## src/rtl/cla_adder_registered.sv

```systemverilog
// Two-level carry-lookahead adder with a registered result stage.
// Bit carries and block carries are both expanded in flattened AND-OR form.
module cla_adder_registered #(
    parameter int WIDTH      = 32,
    parameter int BLOCK_SIZE = 4
) (
    input  logic             clk,
    input  logic             rst_n,
    input  logic [WIDTH-1:0] A,
    input  logic [WIDTH-1:0] B,
    input  logic             Cin,
    input  logic             in_valid,
    output logic [WIDTH-1:0] Sum,
    output logic             Cout,
    output logic             out_valid
);

    localparam int NB = (WIDTH + BLOCK_SIZE - 1) / BLOCK_SIZE;
    localparam int PW = NB * BLOCK_SIZE;

    logic [PW-1:0]    gx, px, c;
    logic [NB-1:0]    gg, pp;
    logic [NB:0]      cb;
    logic [WIDTH-1:0] sum_d, sum_q;
    logic             cout_d, cout_q, valid_q;

    // Bit generate/propagate, padded so a narrow top block passes carries through.
    always_comb begin
        gx = '0;
        px = '1;
        gx[WIDTH-1:0] = A & B;
        px[WIDTH-1:0] = A ^ B;
    end

    // Group generate and propagate per block.
    always_comb begin
        logic t;
        gg = '0;
        pp = '1;
        for (int b = 0; b < NB; b++) begin
            for (int j = 0; j < BLOCK_SIZE; j++) begin
                pp[b] = pp[b] & px[b*BLOCK_SIZE+j];
                t = gx[b*BLOCK_SIZE+j];
                for (int m = j + 1; m < BLOCK_SIZE; m++)
                    t = t & px[b*BLOCK_SIZE+m];
                gg[b] = gg[b] | t;
            end
        end
    end

    // Second-level lookahead: every block carry-in as a sum of products.
    always_comb begin
        logic t;
        cb = '0;
        cb[0] = Cin;
        for (int k = 0; k < NB; k++) begin
            t = Cin;
            for (int m = 0; m <= k; m++)
                t = t & pp[m];
            cb[k+1] = t;
            for (int i = 0; i <= k; i++) begin
                t = gg[i];
                for (int m = i + 1; m <= k; m++)
                    t = t & pp[m];
                cb[k+1] = cb[k+1] | t;
            end
        end
    end

    // In-block lookahead: each bit carry straight from the block carry-in.
    always_comb begin
        logic t;
        c = '0;
        for (int b = 0; b < NB; b++) begin
            for (int j = 0; j < BLOCK_SIZE; j++) begin
                t = cb[b];
                for (int m = 0; m < j; m++)
                    t = t & px[b*BLOCK_SIZE+m];
                c[b*BLOCK_SIZE+j] = t;
                for (int i = 0; i < j; i++) begin
                    t = gx[b*BLOCK_SIZE+i];
                    for (int m = i + 1; m < j; m++)
                        t = t & px[b*BLOCK_SIZE+m];
                    c[b*BLOCK_SIZE+j] = c[b*BLOCK_SIZE+j] | t;
                end
            end
        end
    end

    assign sum_d  = px[WIDTH-1:0] ^ c[WIDTH-1:0];
    assign cout_d = cb[NB];

    // Capture result on valid input; hold data otherwise, valid follows in_valid.
    always_ff @(posedge clk or negedge rst_n) begin
        if (!rst_n) begin
            sum_q   <= '0;
            cout_q  <= 1'b0;
            valid_q <= 1'b0;
        end else begin
            if (in_valid) begin
                sum_q  <= sum_d;
                cout_q <= cout_d;
            end
            valid_q <= in_valid;
        end
    end

    assign Sum       = sum_q;
    assign Cout      = cout_q;
    assign out_valid = valid_q;

endmodule

```

## config.mk

```make
export PLATFORM = sky130hd
export DESIGN_NAME = cla_adder_registered
export DESIGN_NICKNAME = d
export VERILOG_FILES = /design/src/rtl/cla_adder_registered.sv
export SDC_FILE = /design/constraint.sdc
export NUM_CORES = 1
export LEC_CHECK = 0
export BUFFER_PORTS_ARGS = -buffer_cell sky130_fd_sc_hd__buf_4
export CORE_ASPECT_RATIO = 0.7
export CORE_UTILIZATION = 35
export DETAILED_ROUTE_END_ITERATION = 10
export PLACE_DENSITY = 0.58
export SKIP_CTS_REPAIR_TIMING = 1
export SLEW_MARGIN = 20
export SYNTH_ARGS = -nofsm -noshare
export SYNTH_HDL_FRONTEND = slang
export SYNTH_SLANG_ARGS = --single-unit
```

## constraint.sdc

```tcl
create_clock -name clk -period 1.4 [get_ports clk]
set_input_delay 0.28 -clock clk [delete_from_list [all_inputs] [get_ports clk]]
set_output_delay 0.28 -clock clk [all_outputs]
set_load 0.02 [all_outputs]
```

==> results of run 1 <==
-- synthesized netlist by cell type, types with 3 or more instances --
cell      number  area [µm²]
fa_1           8         160
nor2_1        14        52.6
o21ai_0        9        45.0
ha_1          40         500
mux2_2        24         270
xnor2_1       16         140
nand4_1        4        25.0
buf_1          4        15.0
o21ai_1        3        15.0
nor3_1         3        15.0
inv_1          7        26.3
xor2_1         8        70.1
nand2_1        9        33.8
dfrtp_1       34         851
nand2b_1       7        43.8
a21oi_1       28         140
-- through the flow --
step | hold slack [ns] | instances | util | worst slack [ns] | area, µm²
floorplan | -0.0156 | 239 | - | -1.23 | 2880
global placement | 0.277 | 499 | 0.615 | -1.49 | 4270
detailed placement | 0.272 | 499 | 0.615 | -1.54 | 4270
CTS | -0.0404 | 506 | 0.626 | -1.22 | 4340
global route | 0.237 | 516 | 0.675 | -1.25 | 4690
finish | 0.239 | 516 | 0.675 | -1.17 | 4690
-- critical path: stages --
cell and delay, ns:
buf_6 0.09, ha_4 0.27, nand2_2 0.05, o21ai_2 0.15
or3b_4 0.41, a311oi_4 0.34, o21ai_4 0.11, o21bai_2 0.17
ha_2 0.19, o21ai_1 0.07, nand2b_1 0.13, a21oi_2 0.08
xnor2_1 0.13, mux2_4 0.25
-- cell usage in the layout, fill, tap and decap left out, drive strengths merged, types with 2 or more instances in the layout --
cell	instances
mux2	24
fa	8
a21o	2
clkbuf	7
nor2	14
buf	179
nand3	2
nor2b	2
inv	7
o21ai	13
xnor2	16
nor3	3
a21oi	28
xor2	8
o31ai	2
nand2b	7
ha	40
nand4	4
o21bai	2
dfrtp	34
nand2	9
-- worst max-delay path by stage --
stage | from | endpoint | slack [ns] | cells after the start
CTS | A[7] | Sum[31] | -1.22 | 14
floorplan | B[6] | Sum[31] | -1.23 | 13
global placement | A[7] | Sum[31] | -1.49 | 14
finish | A[7] | Sum[27] | -1.17 | 14
detailed placement | A[7] | Sum[31] | -1.54 | 14
global route | A[7] | Sum[27] | -1.25 | 14
-- logic make-up (layout without fill, tap and decap cells) --
logic type               after synthesis  count (layout)  synth area share
buffers and inverters                 11             194            0.0159
adder cells (fa/ha/maj)               48              48             0.255
AO/OA/AOI/OAI                         53              53             0.127
AND/OR/NAND/NOR                       44              44            0.0850
multiplexers                          25              25             0.108
flip-flops                            34              34             0.328
XOR/XNOR                              24              24            0.0811
-- power by group --
group | switching [mW] | internal, mW
combinational | 1.05 | 1.24
clock | 0.377 | 0.343
sequential | 0.142 | 1.22
-- per-layer routing --
layer / GRT usage / vias to the layer above
met2: 0.280 / 74
met1: 0.260 / 1182
met5: 0 / -
met3: 0.0412 / 8
li1: - / 1218
met4: 0.0516 / 0
-- flip-flops by register name (all words and copies together) (netlist names) --
register	cells
Sum	32
out_valid	1
Cout	1
-- layout make-up --
cell class / count / share of cell area
sequential: 34 / 0.181
clock buffer: 7 / 0.0163
timing repair buffer: 180 / 0.302
tap: 94 / 0.0251
inverter: 7 / 0.00560
multi-input combinational: 194 / 0.470
==> flow_metrics.env, run 1 <==
export IMPL_relSlewSlack=0.686
export IMPL_synthFlopType="dfrtp_1"
export IMPL_cp_start_kind="input pin"
export IMPL_drt_met1_wl_mm=3.66
export IMPL_via_count=2482
export IMPL_core_um2=6940
export IMPL_rsz0062_at_grt="true"
export IMPL_fmax_ghz=0.389
export IMPL_drtIter0Drc=29
export IMPL_die_y_um=74.0
export IMPL_hold_class="in -> reg"
export IMPL_wl_mm=7.61
export IMPL_powerDensity_nw_per_um2=933
export IMPL_syn_area_um2=2590
export IMPL_syn_instance_count=239
export IMPL_wl_met3_um=402
export IMPL_tightest_slew_ns=0.471
export IMPL_synth_edff_count=0
export IMPL_drive_gt1_frac=0.656
export IMPL_path_max_fanout=4
export IMPL_ys_types=33
export IMPL_initial_core_util=0.373
export IMPL_synth_fp_nets=355
export IMPL_cts_tree="yes"
export IMPL_cp_required_ns=1.58
export IMPL_cts_path_max_buffers=2
export IMPL_crit_type="in -> reg"
export IMPL_cts_clk_slew_worst_paths_ns=0.07
export IMPL_ir_worst_vdd_mv=0.594
export IMPL_grt_pass1_wl_mm=11.0
export IMPL_wl_met2_mm=3.47
export IMPL_nFillCells=582
export IMPL_violations="negative setup slack"
export IMPL_avgSynthCellArea_um2=10.8
export IMPL_crit_path_end_kind="flip-flop"
export IMPL_drc_errors=0
export IMPL_fin_crit_sh=1.83
export IMPL_area_growth_pct=81.0
export IMPL_worst_skew_pair_late_latency_ns=0.28
export IMPL_ant_nets=0
export IMPL_gp_congestion=0.803
export IMPL_clock_sinks=34
export IMPL_n_antenna_cell=0
export IMPL_clockRootBuffer="clkbuf_8"
export IMPL_rows=25
export IMPL_setup_violations=30
export IMPL_die_area_um2=7760
export IMPL_ctsHtreeMaxLevel=2
export IMPL_numCtsBuffers=5
export IMPL_r2r_cells=1
export IMPL_multiInputGateArea_um2=2200
export IMPL_tns_ns=-24.06
export IMPL_detailed_place_hpwl_mm=5.81
export IMPL_r2r_slack_ns=0.61
export IMPL_seq_area_um2=851
export IMPL_wl_per_cell_um=14.7
export IMPL_finClkSkew_ns=0
export IMPL_power_total_mw=4.37
export IMPL_grt_use_total=0.182
export IMPL_fin_crit_ns=2.57
export IMPL_hold_path_depth=1
export IMPL_dr_max_layer_used="met4"
export IMPL_r2r_start="Sum[3]"
export IMPL_finalHoldViolations=0
export IMPL_cp_arrival_ns=2.74
export IMPL_worst_r2r_endpoint="Sum[3]"
export IMPL_layout_nets=538
export IMPL_slew_violations=0
export IMPL_io_buffers=101
export IMPL_synth_seq_cells=34
export IMPL_pin_count=102
export IMPL_status="finished with violations"
export IMPL_drtPass1Iterations=4
export IMPL_vias_per_cell=4.81
export IMPL_hold_path_end="out_valid"
export IMPL_yosysSeqAreaShare=0.328
export IMPL_p_leak_nw=2.18
export IMPL_grt_ovfl_total=0
export IMPL_yosysWarnings=0
export IMPL_drv_cap=0
export IMPL_grt_pass1_vias=2344
export IMPL_die_x_um=105
export IMPL_fin_ws_ns=-1.17
export IMPL_grt_max_degree=35
export IMPL_antenna_found_initial=0
export IMPL_async_flop_share=1.00
export IMPL_min_from="in_valid"
Note: power is estimated with default switching activity, not from simulation.
==> run 2: changes to the inputs <==
--- a/config.mk
+++ b/config.mk
@@ -5,11 +5,12 @@
 export SDC_FILE = /design/constraint.sdc
 export NUM_CORES = 1
 export LEC_CHECK = 0
-export BUFFER_PORTS_ARGS = -buffer_cell sky130_fd_sc_hd__buf_4
 export CORE_ASPECT_RATIO = 0.7
+export CORE_MARGIN = 10
 export CORE_UTILIZATION = 35
 export DETAILED_ROUTE_END_ITERATION = 10
-export PLACE_DENSITY = 0.58
+export DONT_BUFFER_PORTS = 1
+export PLACE_DENSITY = 0.46
 export SKIP_CTS_REPAIR_TIMING = 1
 export SLEW_MARGIN = 20
 export SYNTH_ARGS = -nofsm -noshare
==> flow_metrics.env, run 2 (synthesis gave the netlist of run 1 again) <==
export IMPL_slowest_delay_ns=0.41
export IMPL_p_leak_nw=1.61
export IMPL_die_y_um=92.0
export IMPL_status="finished with violations"
export IMPL_min_from="in_valid"
export IMPL_antenna_found_initial=0
export IMPL_setup_worst_path_start="B[7]"
export IMPL_drtIter0Drc=35
export IMPL_cts_path_max_buffers=2
export IMPL_clockPowerShare=0.186
export IMPL_grt_pass1_wl_mm=11.2
export IMPL_powerDensity_nw_per_um2=989
export IMPL_grt_use_total=0.125
export IMPL_ir_worst_vdd_mv=0.441
export IMPL_core_um2=7250
export IMPL_path_max_fanout=4
export IMPL_area_growth_pct=46.3
export IMPL_vias_per_cell=4.84
export IMPL_worst_skew_pair_late_latency_ns=0.28
export IMPL_die_x_um=123
export IMPL_nFillCells=644
export IMPL_rsz0062_at_grt="true"
export IMPL_violations="negative setup slack"
export IMPL_wl_per_cell_um=18.4
export IMPL_power_switching_mw=1.39
export IMPL_wl_mm=7.35
export IMPL_cp_common_cell="nand2_2"
export IMPL_layout_common_cells="48 x buf_4, 34 x dfrtp_1, 20 x ha_1, 17 x ha_4, 15 x a21oi_1"
export IMPL_fin_crit_ns=2.46
export IMPL_pre_cts_ws_ns=-1.44
export IMPL_critPathSlowestCell="or3b_4"
export IMPL_fmax_ghz=0.406
export IMPL_hold_class="in -> reg"
export IMPL_crit_path_end_kind="flip-flop"
export IMPL_ant_nets=0
export IMPL_critPathBufInv=0
export IMPL_drive_gt1_frac=0.517
export IMPL_via_count=1934
export IMPL_ctsHtreeMaxLevel=2
export IMPL_cp_arrival_ns=2.62
export IMPL_seqPwrFrac=0.454
export IMPL_place_area_um2=3380
export IMPL_comb_power_share=0.359
export IMPL_clockRootBuffer="clkbuf_8"
export IMPL_cp_start_kind="input pin"
export IMPL_r2r_start="Sum[12]"
export IMPL_gp_congestion=0.760
export IMPL_setup_violations=29
export IMPL_tightest_slew_ns=0.301
export IMPL_grt_pass1_vias=2086
export IMPL_grt_max_degree=43
export IMPL_cts_clk_slew_worst_paths_ns=0.07
export IMPL_slew_violations=0
export IMPL_layout_nets=418
export IMPL_crit_type="in -> reg"
export IMPL_cp_cell_sequence="ha_4 -> nand2_2 -> o21ai_2 -> or3b_4 -> a311oi_4 -> o21ai_4 -> o31ai_4 -> ha_2 -> nand2_2 -> nand2_2 -> a21oi_2 -> xnor2_1 -> mux2_2"
export IMPL_layout_commonest_cell="buf_4"
export IMPL_p_sw_frac=0.369
export IMPL_p_int_mw=2.36
export IMPL_final_area_um2=3790
export IMPL_path_delay_family="compound AO/OA/AOI/OAI gates"
export IMPL_finalHoldViolations=0
export IMPL_io_buffers=0
export IMPL_drv_cap=0
export IMPL_fin_ws_ns=-1.06
export IMPL_drtPass1Iterations=4
export IMPL_numCtsBuffers=5
export IMPL_cts_tree="yes"
export IMPL_drc_errors=0
export IMPL_finClkSkew_ns=0
export IMPL_clock_sinks=34
export IMPL_grt_ovfl_total=0
export IMPL_relSlewSlack=0.796
export IMPL_cp_required_ns=1.56
export IMPL_rows=26
export IMPL_largest_reg_flops=32
export IMPL_die_area_um2=11300
export IMPL_detailed_place_hpwl_mm=5.77
export IMPL_pin_count=102
export IMPL_fin_crit_sh=1.76
export IMPL_n_antenna_cell=0
export IMPL_initial_core_util=0.357
run 2: changes by cell type in the layout (fill, tap and decap cells not counted), sizes merged:
cell,delta
buf,-121
dlygate4sd3,+1
run 2: final timing paths:
kind / end / slack, ns / cells after the start
max in group asynchronous: Sum[31] / 0.72 / 2
worst min-delay path: Sum[25] / 0.08 / 1
worst max-delay path: Sum[31] / -1.06 / 13
worst min register to register: Sum[0] / 0.65 / 2
min in group asynchronous: Sum[20] / 0.48 / 2
worst max register to register: Sum[12] / 0.50 / 1
run 2: metal layers:
| metal | wire length [µm] | track usage | up-vias |
|---|---|---|---|
| li1 | - | - | 983 |
| met1 | 3290 | 0.166 | 890 |
| met2 | 3200 | 0.172 | 56 |
| met3 | 810 | 0.0674 | 5 |
| met4 | 47 | 0.0303 | 0 |
| met5 | 0 | 0 | - |
run 2: final cells by class:
class / count / area [µm²] / share of cell area
inverters: 7 / 28.8 / 0.00759
repair buffers: 60 / 502 / 0.132
multi-input cells: 194 / 2210 / 0.583
clock buffers: 7 / 76.3 / 0.0201
well taps: 98 / 123 / 0.0324
flip-flops and latches: 34 / 851 / 0.224
run 2: power groups by stage:
stage	clock (mW)	sequential, mW	combinational [mW]
after floorplan	0	1.64	0.801
after global placement	0	1.74	1.09
after detailed placement	0	1.73	1.11
after CTS	0.742	1.72	1.12
after global routing	0.794	1.75	1.50
final	0.699	1.70	1.35
run 2: metrics by stage:
| stage | power, mW | TNS, ns | util | hold slack [ns] | instances |
|---|---|---|---|---|---|
| floorplan | 2.44 | -22.76 | - | -0.0156 | 239 |
| global placement | 2.83 | -29.32 | 0.466 | -0.0144 | 386 |
| detailed placement | 2.85 | -29.79 | 0.466 | -0.0144 | 386 |
| CTS | 3.58 | -20.75 | 0.477 | -0.330 | 393 |
| global route | 4.05 | -22.63 | 0.522 | 0.0598 | 400 |
| finish | 3.75 | -20.08 | 0.522 | 0.0805 | 400 |
==> run 3: changes to the inputs <==
--- a/config.mk
+++ b/config.mk
@@ -5,6 +5,7 @@
 export SDC_FILE = /design/constraint.sdc
 export NUM_CORES = 1
 export LEC_CHECK = 0
+export CAP_MARGIN = 30
 export CORE_ASPECT_RATIO = 0.7
 export CORE_MARGIN = 10
 export CORE_UTILIZATION = 35
@@ -16,3 +17,4 @@
 export SYNTH_ARGS = -nofsm -noshare
 export SYNTH_HDL_FRONTEND = slang
 export SYNTH_SLANG_ARGS = --single-unit
+export TNS_END_PERCENT = 50
==> constraint.sdc (replaced) <==
create_clock -name clk -period 2.4 [get_ports clk]
set_input_delay 0.48 -clock clk [delete_from_list [all_inputs] [get_ports clk]]
set_output_delay 0.48 -clock clk [all_outputs]
set_load 0.02 [all_outputs]
==> flow_metrics.env, run 3 (synthesis gave the netlist of run 1 again) <==
export IMPL_p_leak_nw=1.48
export IMPL_fin_crit_ns=2.72
export IMPL_ctsHtreeMaxLevel=2
export IMPL_die_y_um=92.0
export IMPL_violations="negative setup slack"
export IMPL_pin_count=102
export IMPL_grt_use_total=0.119
export IMPL_largest_reg_flops=32
export IMPL_initial_core_util=0.357
export IMPL_hold_class="in -> async"
export IMPL_path_max_fanout=3
export IMPL_power_switching_mw=0.786
export IMPL_grt_max_degree=43
export IMPL_cp_endpoint="Sum[28]"
export IMPL_gp_congestion=0.752
export IMPL_vias_per_cell=4.91
export IMPL_fin_util=0.471
export IMPL_fin_crit_sh=1.13
export IMPL_cp_arrival_ns=2.91
export IMPL_grt_pass1_wl_mm=10.7
export IMPL_grt_ovfl_total=0
export IMPL_p_sw_frac=0.373
export IMPL_use_met3=0.0625
export IMPL_drc_errors=0
export IMPL_cp_start_kind="input pin"
export IMPL_grtUsageMet1=0.155
export IMPL_rsz0062_at_grt="true"
export IMPL_wl_mm=6.98
export IMPL_ant_nets=0
export IMPL_powerDensity_nw_per_um2=617
export IMPL_r2r_cells=1
export IMPL_cts_tree="yes"
export IMPL_setup_worst_path_start="B[5]"
export IMPL_rows=26
export IMPL_wl_per_cell_um=18.1
export IMPL_crit_type="in -> reg"
export IMPL_power_total_mw=2.11
export IMPL_status="finished with violations"
export IMPL_tns_ns=-2.40
export IMPL_layout_commonest_cell="buf_4"
export IMPL_area_growth_pct=31.8
export IMPL_antenna_found_initial=0
export IMPL_busiest_layer="met2"
export IMPL_worst_r2r_endpoint="Sum[12]"
export IMPL_detailed_place_hpwl_mm=5.53
export IMPL_seqPwrFrac=0.471
export IMPL_tightest_slew_ns=0.455
export IMPL_cp_required_ns=2.58
export IMPL_drive_gt1_frac=0.403
export IMPL_grt_pass1_vias=1993
export IMPL_grtUsageMet2=0.168
export IMPL_ir_worst_vdd_mv=0.251
export IMPL_cts_clk_slew_worst_paths_ns=0.08
export IMPL_die_area_um2=11300
export IMPL_drtIter0Drc=48
export IMPL_cts_path_max_buffers=2
export IMPL_die_x_um=123
export IMPL_via_count=1895
export IMPL_crit_path_end_kind="flip-flop"
export IMPL_r2r_slack_ns=1.52
export IMPL_core_um2=7250
export IMPL_drv_cap=0
export IMPL_relSlewSlack=0.697
export IMPL_n_antenna_cell=0
export IMPL_comb_power_share=0.310
export IMPL_multiInputGateArea_um2=1970
export IMPL_whs_ns=0.0162
export IMPL_r2r_start="Sum[12]"
export IMPL_finClkSkew_ns=0
export IMPL_drtPass1Iterations=5
export IMPL_placedCellCount=374
export IMPL_clockRootBuffer="clkbuf_8"
export IMPL_setup_violations=13
export IMPL_layout_nets=403
export IMPL_stdcell_count=386
export IMPL_p_int_mw=1.32
export IMPL_slew_violations=0
export IMPL_fmax_ghz=0.367
export IMPL_clockPowerShare=0.219
export IMPL_finalHoldViolations=0
export IMPL_fin_ws_ns=-0.322
export IMPL_io_buffers=0
export IMPL_numCtsBuffers=5
export IMPL_worst_skew_pair_late_latency_ns=0.28
export IMPL_layout_common_cells="43 x buf_4, 34 x dfrtp_1, 25 x ha_1, 19 x a21oi_1, 19 x mux2_2"
export IMPL_seq_area_um2=851
export IMPL_clock_sinks=34
export IMPL_nFillCells=657
-- run 3: layout make-up --
type / count / share of cell area
Inverter: 7 / 0.00769
Clock inverter: 1 / 0.00147
Sequential cell: 34 / 0.249
Clock buffer: 7 / 0.0253
Tap cell: 98 / 0.0359
Multi-Input combinational cell: 194 / 0.577
Timing Repair Buffer: 45 / 0.104
-- run 3: through the flow --
step	setup slack, ns	cell area [µm²]
5_1_grt	-0.429	3420
3_5_place_dp	-0.603	3190
6_report	-0.322	3420
4_1_cts	-0.287	3280
3_3_place_gp	-0.584	3190
2_1_floorplan	-0.425	2780
-- run 3: how the worst min path moves through the flow --
stage,from,to,depth (start not counted)
finish,rst_n,Sum[8],1
global route,rst_n,Sum[11],1
CTS,rst_n,Sum[31],0
detailed placement,rst_n,Sum[11],0
global placement,rst_n,Sum[14],0
floorplan,rst_n,Cout,0
-- run 3: layer usage --
metal	wire length, µm	up-vias
met3	851	5
li1	-	945
met4	52	0
met5	0	-
met1	3080	886
met2	3000	59
-- run 3: worst max-delay path, stage by stage --
cell	delay [ns]
ha_4	0.25
a21oi_2	0.06
o21ai_2	0.14
or3b_4	0.41
a311oi_4	0.34
o21ai_2	0.14
o31ai_2	0.27
buf_4	0.17
fa_1	0.39
mux2_2	0.26
-- run 3: power by group through the flow --
stage | Sequential [mW] | Clock, mW | Combinational [mW]
after floorplan | 0.958 | 0 | 0.433
after global placement | 1.01 | 0 | 0.585
after detailed placement | 1.01 | 0 | 0.590
after CTS | 1.00 | 0.483 | 0.595
after global routing | 1.02 | 0.503 | 0.736
final | 0.993 | 0.463 | 0.653
